[src/rtl/mod_receptor_pf_pkg.sv]
// -----------------------------------------------------------------------------
// pkg_alu_banderas
// Shared definitions for the ALU flag path (transmitter, receiver, flag logic).
//   estado_t  : receiver FSM states
//   ERR_CNT_W : width of the optional PF error counter
//   PF_MAX_W  : widest data word calc_pf accepts
//   calc_pf() : PF = 1 when the word holds an even number of ones (XNOR-reduce)
// Optional feature macro used by users of this package: CONTADOR_ERRORES_EN
// -----------------------------------------------------------------------------
package pkg_alu_banderas;

    typedef enum logic [1:0] {
        REPOSO  = 2'd0,
        DATOS   = 2'd1,
        PARIDAD = 2'd2,
        SALIDA  = 2'd3
    } estado_t;

    localparam int ERR_CNT_W = 8;
    localparam int PF_MAX_W  = 16;

    // Narrower words are passed zero-extended; extra zeros do not change parity.
    function automatic logic calc_pf(input logic [PF_MAX_W-1:0] dato);
        return ~(^dato);
    endfunction

endpackage

[src/rtl/mod_receptor_pf_if.sv]
// -----------------------------------------------------------------------------
// mod_receptor_pf_if
// Bundle between the PF serial transmitter (master) and mod_receptor_pf (slave).
//   bit_valido, bit_in, cancelar : master -> slave
//   dato, pf_rx, error_pf, valido, ocupado (+ errores) : slave -> master
// Optional macro: CONTADOR_ERRORES_EN adds the 8-bit errores counter.
//
// Transfer rule: there is no ready signal. A bit moves on every rising edge
// where bit_valido = 1. The master must not start a new frame while
// ocupado = 1; strobes during the completion cycle are dropped. cancelar
// aborts the frame in progress and wins over a simultaneous bit_valido.
// -----------------------------------------------------------------------------
interface mod_receptor_pf_if #(
    parameter int ANCHO = 6
);
    import pkg_alu_banderas::*;

    logic             bit_valido;
    logic             bit_in;
    logic             cancelar;
    logic [ANCHO-1:0] dato;
    logic             pf_rx;
    logic             error_pf;
    logic             valido;
    logic             ocupado;
`ifdef CONTADOR_ERRORES_EN
    logic [ERR_CNT_W-1:0] errores;

    modport master (
        output bit_valido, bit_in, cancelar,
        input  dato, pf_rx, error_pf, valido, ocupado, errores
    );
    modport slave (
        input  bit_valido, bit_in, cancelar,
        output dato, pf_rx, error_pf, valido, ocupado, errores
    );
`else
    modport master (
        output bit_valido, bit_in, cancelar,
        input  dato, pf_rx, error_pf, valido, ocupado
    );
    modport slave (
        input  bit_valido, bit_in, cancelar,
        output dato, pf_rx, error_pf, valido, ocupado
    );
`endif

endinterface

[src/rtl/mod_receptor_pf_desplazador_rx.sv]
// -----------------------------------------------------------------------------
// mod_desplazador_rx
// LSB-first shift register and bit counter for the PF receiver.
//   clk, rst_n   : clock, asynchronous active-low reset
//   i_inicio     : load data bit 0 into a cleared register, counter := 1
//   i_desplazar  : shift in the next data bit, counter += 1
//   i_limpiar    : clear register and counter (highest priority)
//   i_bit        : serial data bit
//   palabra      : assembled word (bit 0 ends at index 0 after ANCHO bits)
//   ultimo_bit   : the next shift captures data bit ANCHO-1
// -----------------------------------------------------------------------------
module mod_desplazador_rx #(
    parameter int ANCHO = 6
) (
    input  logic             clk,
    input  logic             rst_n,
    input  logic             i_inicio,
    input  logic             i_desplazar,
    input  logic             i_limpiar,
    input  logic             i_bit,
    output logic [ANCHO-1:0] palabra,
    output logic             ultimo_bit
);
    localparam int CNT_W = $clog2(ANCHO + 1);

    logic [ANCHO-1:0] r_sr;
    logic [CNT_W-1:0] r_cnt;

    // Bits enter at the MSB and move right, so the first bit received
    // lands at index 0 once the whole word is in.
    always_ff @(posedge clk or negedge rst_n) begin
        if (!rst_n) begin
            r_sr  <= '0;
            r_cnt <= '0;
        end else if (i_limpiar) begin
            r_sr  <= '0;
            r_cnt <= '0;
        end else if (i_inicio) begin
            r_sr  <= {i_bit, {(ANCHO-1){1'b0}}};
            r_cnt <= CNT_W'(1);
        end else if (i_desplazar) begin
            r_sr  <= {i_bit, r_sr[ANCHO-1:1]};
            r_cnt <= r_cnt + CNT_W'(1);
        end
    end

    // The counter equals the index of the bit the next strobe will carry.
    assign ultimo_bit = (r_cnt == CNT_W'(ANCHO - 1));
    assign palabra    = r_sr;

endmodule

[src/rtl/mod_receptor_pf.sv]
// -----------------------------------------------------------------------------
// mod_receptor_pf
// Serial receiver for ALU result words with parity-flag (PF) check.
// Frame: ANCHO data bits LSB-first, then one PF bit, each marked by bit_valido.
//   clk, rst_n : clock, asynchronous active-low reset
//   bus        : mod_receptor_pf_if.slave (strobe/data in, results out)
//   o_estado   : current FSM state, for observation only
// Optional macro: CONTADOR_ERRORES_EN adds bus.errores, a saturating count of
// completed frames whose received PF disagreed with the data.
// -----------------------------------------------------------------------------
import pkg_alu_banderas::*;

module mod_receptor_pf #(
    parameter int ANCHO = 6
) (
    input  logic                  clk,
    input  logic                  rst_n,
    mod_receptor_pf_if.slave      bus,
    output estado_t               o_estado
);
    estado_t          r_estado;
    estado_t          w_siguiente;
    logic             w_inicio;
    logic             w_desplazar;
    logic             w_limpiar;
    logic             w_cargar_pf;
    logic             w_cargar_salida;
    logic [ANCHO-1:0] w_palabra;
    logic             w_ultimo_bit;
    logic             w_pf_calc;

    logic             r_pf_bit;
    logic [ANCHO-1:0] r_dato;
    logic             r_pf_rx;
    logic             r_error_pf;
    logic             r_valido;
    logic             r_ocupado;

    mod_desplazador_rx #(.ANCHO(ANCHO)) u_desplazador (
        .clk         (clk),
        .rst_n       (rst_n),
        .i_inicio    (w_inicio),
        .i_desplazar (w_desplazar),
        .i_limpiar   (w_limpiar),
        .i_bit       (bus.bit_in),
        .palabra     (w_palabra),
        .ultimo_bit  (w_ultimo_bit)
    );

    assign w_pf_calc = calc_pf(PF_MAX_W'(w_palabra));

    // FSM: state register
    always_ff @(posedge clk or negedge rst_n) begin
        if (!rst_n) r_estado <= REPOSO;
        else        r_estado <= w_siguiente;
    end

    // FSM: next state; cancelar overrides everything
    always_comb begin
        w_siguiente = r_estado;
        if (bus.cancelar) begin
            w_siguiente = REPOSO;
        end else begin
            case (r_estado)
                REPOSO:  if (bus.bit_valido) w_siguiente = DATOS;
                DATOS:   if (bus.bit_valido && w_ultimo_bit) w_siguiente = PARIDAD;
                PARIDAD: if (bus.bit_valido) w_siguiente = SALIDA;
                SALIDA:  w_siguiente = REPOSO;
                default: w_siguiente = REPOSO;
            endcase
        end
    end

    // FSM: control outputs
    always_comb begin
        w_limpiar       = bus.cancelar;
        w_inicio        = 1'b0;
        w_desplazar     = 1'b0;
        w_cargar_pf     = 1'b0;
        w_cargar_salida = 1'b0;
        if (!bus.cancelar) begin
            w_inicio        = (r_estado == REPOSO)  && bus.bit_valido;
            w_desplazar     = (r_estado == DATOS)   && bus.bit_valido;
            w_cargar_pf     = (r_estado == PARIDAD) && bus.bit_valido;
            w_cargar_salida = (r_estado == SALIDA);
        end
    end

    always_ff @(posedge clk or negedge rst_n) begin
        if (!rst_n) begin
            r_pf_bit   <= 1'b0;
            r_dato     <= '0;
            r_pf_rx    <= 1'b0;
            r_error_pf <= 1'b0;
            r_valido   <= 1'b0;
            r_ocupado  <= 1'b0;
        end else begin
            if (w_cargar_pf) r_pf_bit <= bus.bit_in;
            if (w_cargar_salida) begin
                r_dato     <= w_palabra;
                r_pf_rx    <= r_pf_bit;
                r_error_pf <= (r_pf_bit != w_pf_calc);
            end
            r_valido  <= w_cargar_salida;
            // Registered from the next state so it tracks state != REPOSO exactly.
            r_ocupado <= (w_siguiente != REPOSO);
        end
    end

`ifdef CONTADOR_ERRORES_EN
    logic [ERR_CNT_W-1:0] r_errores;

    always_ff @(posedge clk or negedge rst_n) begin
        if (!rst_n) begin
            r_errores <= '0;
        end else if (w_cargar_salida && (r_pf_bit != w_pf_calc) && (r_errores != '1)) begin
            r_errores <= r_errores + ERR_CNT_W'(1);
        end
    end

    assign bus.errores = r_errores;
`endif

    assign bus.dato     = r_dato;
    assign bus.pf_rx    = r_pf_rx;
    assign bus.error_pf = r_error_pf;
    assign bus.valido   = r_valido;
    assign bus.ocupado  = r_ocupado;
    assign o_estado     = r_estado;

endmodule
[src/flat_wrapper.sv]
// flat-port wrapper written by rule: the top's interface ports become plain ports
module mod_receptor_pf_flat 
#(
    parameter int ANCHO = 6
)
  (clk, rst_n, o_estado, bus_bit_valido, bus_bit_in, bus_cancelar, bus_dato, bus_pf_rx, bus_error_pf, bus_valido, bus_ocupado);
  mod_receptor_pf_if #(.ANCHO(ANCHO)) bus_i ();
  input  logic clk;
  input  logic rst_n;
  output estado_t o_estado;
  input wire logic [$bits(bus_i.bit_valido)-1:0] bus_bit_valido;
  input wire logic [$bits(bus_i.bit_in)-1:0] bus_bit_in;
  input wire logic [$bits(bus_i.cancelar)-1:0] bus_cancelar;
  output wire logic [$bits(bus_i.dato)-1:0] bus_dato;
  output wire logic [$bits(bus_i.pf_rx)-1:0] bus_pf_rx;
  output wire logic [$bits(bus_i.error_pf)-1:0] bus_error_pf;
  output wire logic [$bits(bus_i.valido)-1:0] bus_valido;
  output wire logic [$bits(bus_i.ocupado)-1:0] bus_ocupado;
  assign bus_i.bit_valido = bus_bit_valido;
  assign bus_i.bit_in = bus_bit_in;
  assign bus_i.cancelar = bus_cancelar;
  assign bus_dato = bus_i.dato;
  assign bus_pf_rx = bus_i.pf_rx;
  assign bus_error_pf = bus_i.error_pf;
  assign bus_valido = bus_i.valido;
  assign bus_ocupado = bus_i.ocupado;
  mod_receptor_pf #(.ANCHO(ANCHO)) u_core (.clk(clk), .rst_n(rst_n), .bus(bus_i), .o_estado(o_estado));
endmodule
[config.mk]
export PLATFORM = sky130hd
export DESIGN_NAME = mod_receptor_pf_flat
export DESIGN_NICKNAME = d
export VERILOG_FILES = /design/src/rtl/mod_receptor_pf_pkg.sv /design/src/rtl/mod_receptor_pf_if.sv /design/src/rtl/mod_receptor_pf_desplazador_rx.sv /design/src/rtl/mod_receptor_pf.sv /design/src/flat_wrapper.sv
export SDC_FILE = /design/constraint.sdc
export NUM_CORES = 1
export LEC_CHECK = 0
export BUFFER_PORTS_ARGS = -buffer_cell sky130_fd_sc_hd__buf_4
export CORE_MARGIN = 1.5
export CORE_UTILIZATION = 53
export CTS_CLUSTER_DIAMETER = 120
export CTS_CLUSTER_SIZE = 25
export DETAILED_ROUTE_END_ITERATION = 8
export PLACE_DENSITY = 0.76
export SYNTH_ARGS = -nofsm -noshare
export SYNTH_HDL_FRONTEND = slang
export SYNTH_SLANG_ARGS = --single-unit
export TNS_END_PERCENT = 5
[constraint.sdc]
create_clock -name clk -period 1.5 [get_ports clk]
set_input_delay 0.375 -clock clk [delete_from_list [all_inputs] [get_ports clk]]
set_output_delay 0.375 -clock clk [all_outputs]
set_load 0.01 [all_outputs]
### After elaboration in Yosys (flattened, before gate mapping)

Index checks and enable logic that the tools add are counted.

* output and inout port bits: 12
* word-level logic and storage cells: 39
* bits in registers: 22

* mux-type cells: 15
* reductions and logical operators: 8
* bitwise logic cells: 1
* add/subtract/negate cells: 1
* equality and inequality tests: 5

Operator list (count)
* $mux W6: 3
* $reduce_xor A16 Y1: 1
* $mux W3: 3
* $mux W2: 4
* $pmux W2 S4: 1
* $eq A2 B2 Y1 const B: 2
* $logic_and A1 B1 Y1: 4
* $mux W1: 4
* $add A3 B1 Y3 const B: 1
* $eq A3 B3 Y1 const B: 1
* $reduce_bool A3 Y1: 1
* $eq A2 B1 Y1 const B: 1
* $logic_not A2 Y1: 1
* $reduce_bool A2 Y1: 1
* $ne A1 B1 Y1: 1
* $not A1 Y1: 1

### Logic depth before layout (Yosys ltp)

* word-level depth: 6
* gate-level depth with buffers: 5
* mapped depth without buffers: 5

### Cells and area by module

From an unflattened synthesis, not the netlist that was laid out.

* cell total of the unflattened synthesis: 78
* area total of the unflattened synthesis: 1017.2 um2

By module, submodules not included
* mod_receptor_pf: cells an instance 41, times used 1, area each 588.1 um2, sequential area each 325.3 um2
* mod_desplazador_rx: cells an instance 37, times used 1, area each 429.2 um2, sequential area each 225.2 um2

### Least setup slack after synthesis

Ideal clock, no wire load.

* path kind: reg-to-reg
* start point: register u_core.r_estado[0] (netlist: u_core.o_estado[0])
* end point: register u_core.r_pf_bit
* arrival time: 1.139 ns
* period minus slack after synthesis: 1.264 ns
* stages on the path, launching flop included: 4
* data required time: 1.375 ns
* path slack: 0.236 ns
* path buffers: 0
* setup time: 0.125 ns
* cells stage by stage: dfrtp_1 > nand2b_1 > nor3b_1 > mux2_2

* cells in the longest elaborated chain, start to end: 3

Ends and longest elaborated chain
* start, declared: line mod_receptor_pf.sv:21 `estado_t r_estado;`
* start signal, assigned: line mod_receptor_pf.sv:55 `else r_estado <= w_siguiente;`
* $eq A2 B2 Y1: line mod_receptor_pf.sv:84 `w_cargar_pf = (r_estado == PARIDAD) && bus.bit_valido;`
* $logic_and A1 B1 Y1: line mod_receptor_pf.sv:84
* $mux W1: line mod_receptor_pf.sv:81 `if (!bus.cancelar) begin`
* end signal, assigned: line mod_receptor_pf.sv:98 `if (w_cargar_pf) r_pf_bit <= bus.bit_in;`
* end, declared: line mod_receptor_pf.sv:32 `logic r_pf_bit;`

Every way passes these cells.
A chain may end at the register's enable or synchronous reset.

### Worst setup path in the final report

* start point: register u_core.r_estado[0] (netlist: u_core.o_estado[0])
* end point: output port o_estado[0]

RTL lines
* end, declared: line flat_wrapper.sv:10 `output estado_t o_estado;`

No word-level cell between the ends.

==> out/qor.csv <==
stage,metric,value,unit
cts,cts_buffers,3,
global_route,grt-ovfl-total,0,
worst_setup_path,critical_path_class,reg -> out,
detailed_routing,vias_per_cell,5.25,
cts,clock_tree.buffer_depth,2,
yosys,synth_top_cell_area_share,0.551,
yosys,syn_area,998,sq um
yosys,post_synth_num_cell_types,25,
timing,finalClockSkew,0.000826,ns
timing,maxSlewViolCount,0,
worst_hold_path,hold_path_class,in -> reg,
placement,gp_congestion,0.717,
timing,fmax,0.695,GHz
placement,place_area,1150,sq um
detailed_routing,routed_wl,1720,um
timing,max_slew.worst_pin.slew,0.303,ns
worst_setup_path,critPathBufInv,2,
worst_setup_path,crit_path_end_kind,primary output,
finish,design_area,1210,sq um
finish,layout.cells.non_filler,130,
cts,cts_root_buf,clkbuf_4,
global_route,grt_util_all_layers,0.201,
cts,cts_tree,built,
cts,clkLatencyLatePin,0.30,ns
yosys,seq_area_frac_synth,0.551,
floorplan,initial_core_util,0.572,
worst_setup_path,slowest_stage,dfrtp_1,
global_route,grt_max_degree,23,
yosys,yosysTopAreaCell,dfrtp_1,
cts,cts_resized,0,
floorplan,dieArea,2150,sq um
worst_setup_path,worst_path_dominant_cell_family,flip-flops,
detailed_routing,vias,682,
status,status,finished clean,
yosys,syn_nets,93,
timing,setup_viol,0,
yosys,synthCells,86,
worst_setup_path,slowest_delay,0.42,ns
yosys,synth_area_per_cell,11.6,sq um
floorplan,die_w,46.4,um
worst_setup_path,cp_max_fo,14,
timing,hold_violations,0,
worst_setup_path,crit_required,1.12,ns
floorplan,rows,15,
finish,final_net_count,113,
timing,post-route-period-util,0.960,
timing,grt_setup_unrepaired,no,
detailed_routing,first_iter_violations,8,
yosys,ys_ff_latch,22,
floorplan,ios,17,
worst_setup_path,startpoint_type,flop,
finish,drive_gt1_frac,0.305,
power_and_ir_drop,power-per-cell-area,960,nW/um^2
cts,htree_levels,1,
timing,period_minus_slack,1.44,ns
run,cap_violations,0,
floorplan,die_y,46.4,um
worst_setup_path,path_cells,buf_4 -> buf_4,
placement,post-place-cells,125,
detailed_routing,drtPass1Iterations,5,
floorplan,core,1750,sq um
detailed_routing,ant_nets,0,
placement,dp_hpwl,1170,um
placement,io_buffer_count,16,
global_route,antenna_found_initial,0,
worst_setup_path,cp_common_cell,buf_4,
power_and_ir_drop,p_leak,0.598,nW
global_route,grt_pass1_vias,698,
detailed_routing,post-route-drc-count,0,
timing,final.setup.tns,0,ns
yosys,ys_warn_count,0,
power_and_ir_drop,peakVddDrop,0.602,mV
detailed_routing,wire_per_inst,13.2,um
timing,timing.slew.headroom,0.798,
cts,clk_pin_slew_worst_paths,0.12,ns
finish,area_growth,21.1,%
finish,antenna_cells,0,
worst_setup_path,arrival,1.06,ns
global_route,grt_pass1_wl,3040,um
cts,cts.sinks,22,
yosys,synth_area_leaders,"dfrtp_1 55%, mux2_2 9.0%, a21oi_1 5.0%",
==> through the flow <==
| step | setup slack (ns) | hold WS, ns | utilization | total power [mW] |
|---|---|---|---|---|
| 6_report | 0.0607 | 0.307 | 0.692 | 1.16 |
| 5_1_grt | 0.0188 | 0.288 | 0.692 | 1.21 |
| 4_1_cts | 0.0596 | 0.302 | 0.692 | 1.17 |
| 3_5_place_dp | 0.109 | 0.272 | 0.657 | 0.725 |
| 3_3_place_gp | 0.155 | 0.272 | 0.657 | 0.723 |
| 2_1_floorplan | 0.236 | 0.0794 | - | 0.682 |
==> registers in the layout, summed over array words and instances, names as in the netlist <==
name                          flops
u_core.bus.dato                   6
u_core.bus.error_pf               1
u_core.bus.ocupado                1
u_core.bus.pf_rx                  1
u_core.bus.valido                 1
u_core.o_estado                   2
u_core.r_pf_bit                   1
u_core.u_desplazador.palabra      6
u_core.u_desplazador.r_cnt        3
==> report_power, final <==
group          leakage, nW  internal, mW  switching [mW]
Combinational        0.269        0.0476          0.0514
Clock               0.0279         0.270           0.176
Sequential           0.302         0.606          0.0103
Total                0.598         0.923           0.238
==> cell families after synthesis <==
logic type | synth area share
AO/OA/AOI/OAI | 0.0677
buffers and inverters | 0.0263
flip-flops | 0.551
multiplexers | 0.100
AND/OR/NAND/NOR | 0.159
XOR/XNOR | 0.0702
adder cells (fa/ha/maj) | 0.0251
==> cell usage in the layout, fill, tap and decap left out, types with 2 or more instances in the layout <==
master and n:
nand2_1 11, nand3_1 6, clkbuf_4 3, a21oi_1 10, dfrtp_1 22, nand2b_1 4
buf_4 18, ha_1 2, xnor3_1 2, mux2_2 8, nor2b_1 3, inv_1 2
==> worst reg2reg max path, stage by stage, from the launching register on <==
cell and delay, ns:
dfrtp_1 0.50, nand2b_1 0.11, nor3b_1 0.23, mux2_2 0.36
==> repair_timing <==
action	4_1_cts	5_1_grt
hold buffers	1	0
endpoints found under the hold margin	22	0
buffers inserted	0	0
==> worst paths after layout <==
check                                     from             endpoint  slack (ns)  cells after the start
hold / removal                      bus_bit_in      u_core.r_pf_bit        0.31                      2
min in group asynchronous                rst_n   u_core.o_estado[1]        0.48                      2
hold reg to reg            u_core.bus.error_pf  u_core.bus.error_pf        0.51                      2
max in group asynchronous                rst_n   u_core.bus.dato[1]        0.81                      2
setup / recovery            u_core.o_estado[0]          o_estado[0]        0.06                      2
setup reg to reg            u_core.o_estado[1]      u_core.r_pf_bit        0.20                      3
==> per-layer routing <==
metal | global-route usage | wire, um
met4 | 0.0743 | 15
met5 | 0 | 0
met2 | 0.317 | 787
met1 | 0.277 | 845
met3 | 0.0353 | 66
==> cells in the mapped netlist <==
| cell type | instances |
|---|---|
| a211oi_1 | 1 |
| a21oi_1 | 10 |
| buf_2 | 2 |
| clkbuf_1 | 1 |
| clkbuf_2 | 1 |
| dfrtp_1 | 22 |
| ha_1 | 2 |
| inv_1 | 2 |
| mux2_2 | 8 |
| mux2i_1 | 1 |
| nand2_1 | 11 |
| nand2b_1 | 4 |
| nand3_1 | 6 |
| nand3b_1 | 1 |
| nand3b_2 | 1 |
| nand4b_1 | 1 |
| nor2_1 | 1 |
| nor2b_1 | 3 |
| nor3_1 | 1 |
| nor3b_1 | 1 |
| o21ai_0 | 1 |
| o21ai_1 | 1 |
| xnor2_1 | 1 |
| xnor2_2 | 1 |
| xnor3_1 | 2 |
==> cell type report <==
type / count / area [sq um]
Clock buffer: 3 / 22.5
Clock inverter: 1 / 30.0
Fill cell: 142 / 537
Inverter: 2 / 7.51
Multi-Input combinational cell: 58 / 422
Sequential cell: 22 / 551
Tap cell: 25 / 31.3
Timing Repair Buffer: 19 / 145
No activity file was read; power rests on OpenSTA's default activity.
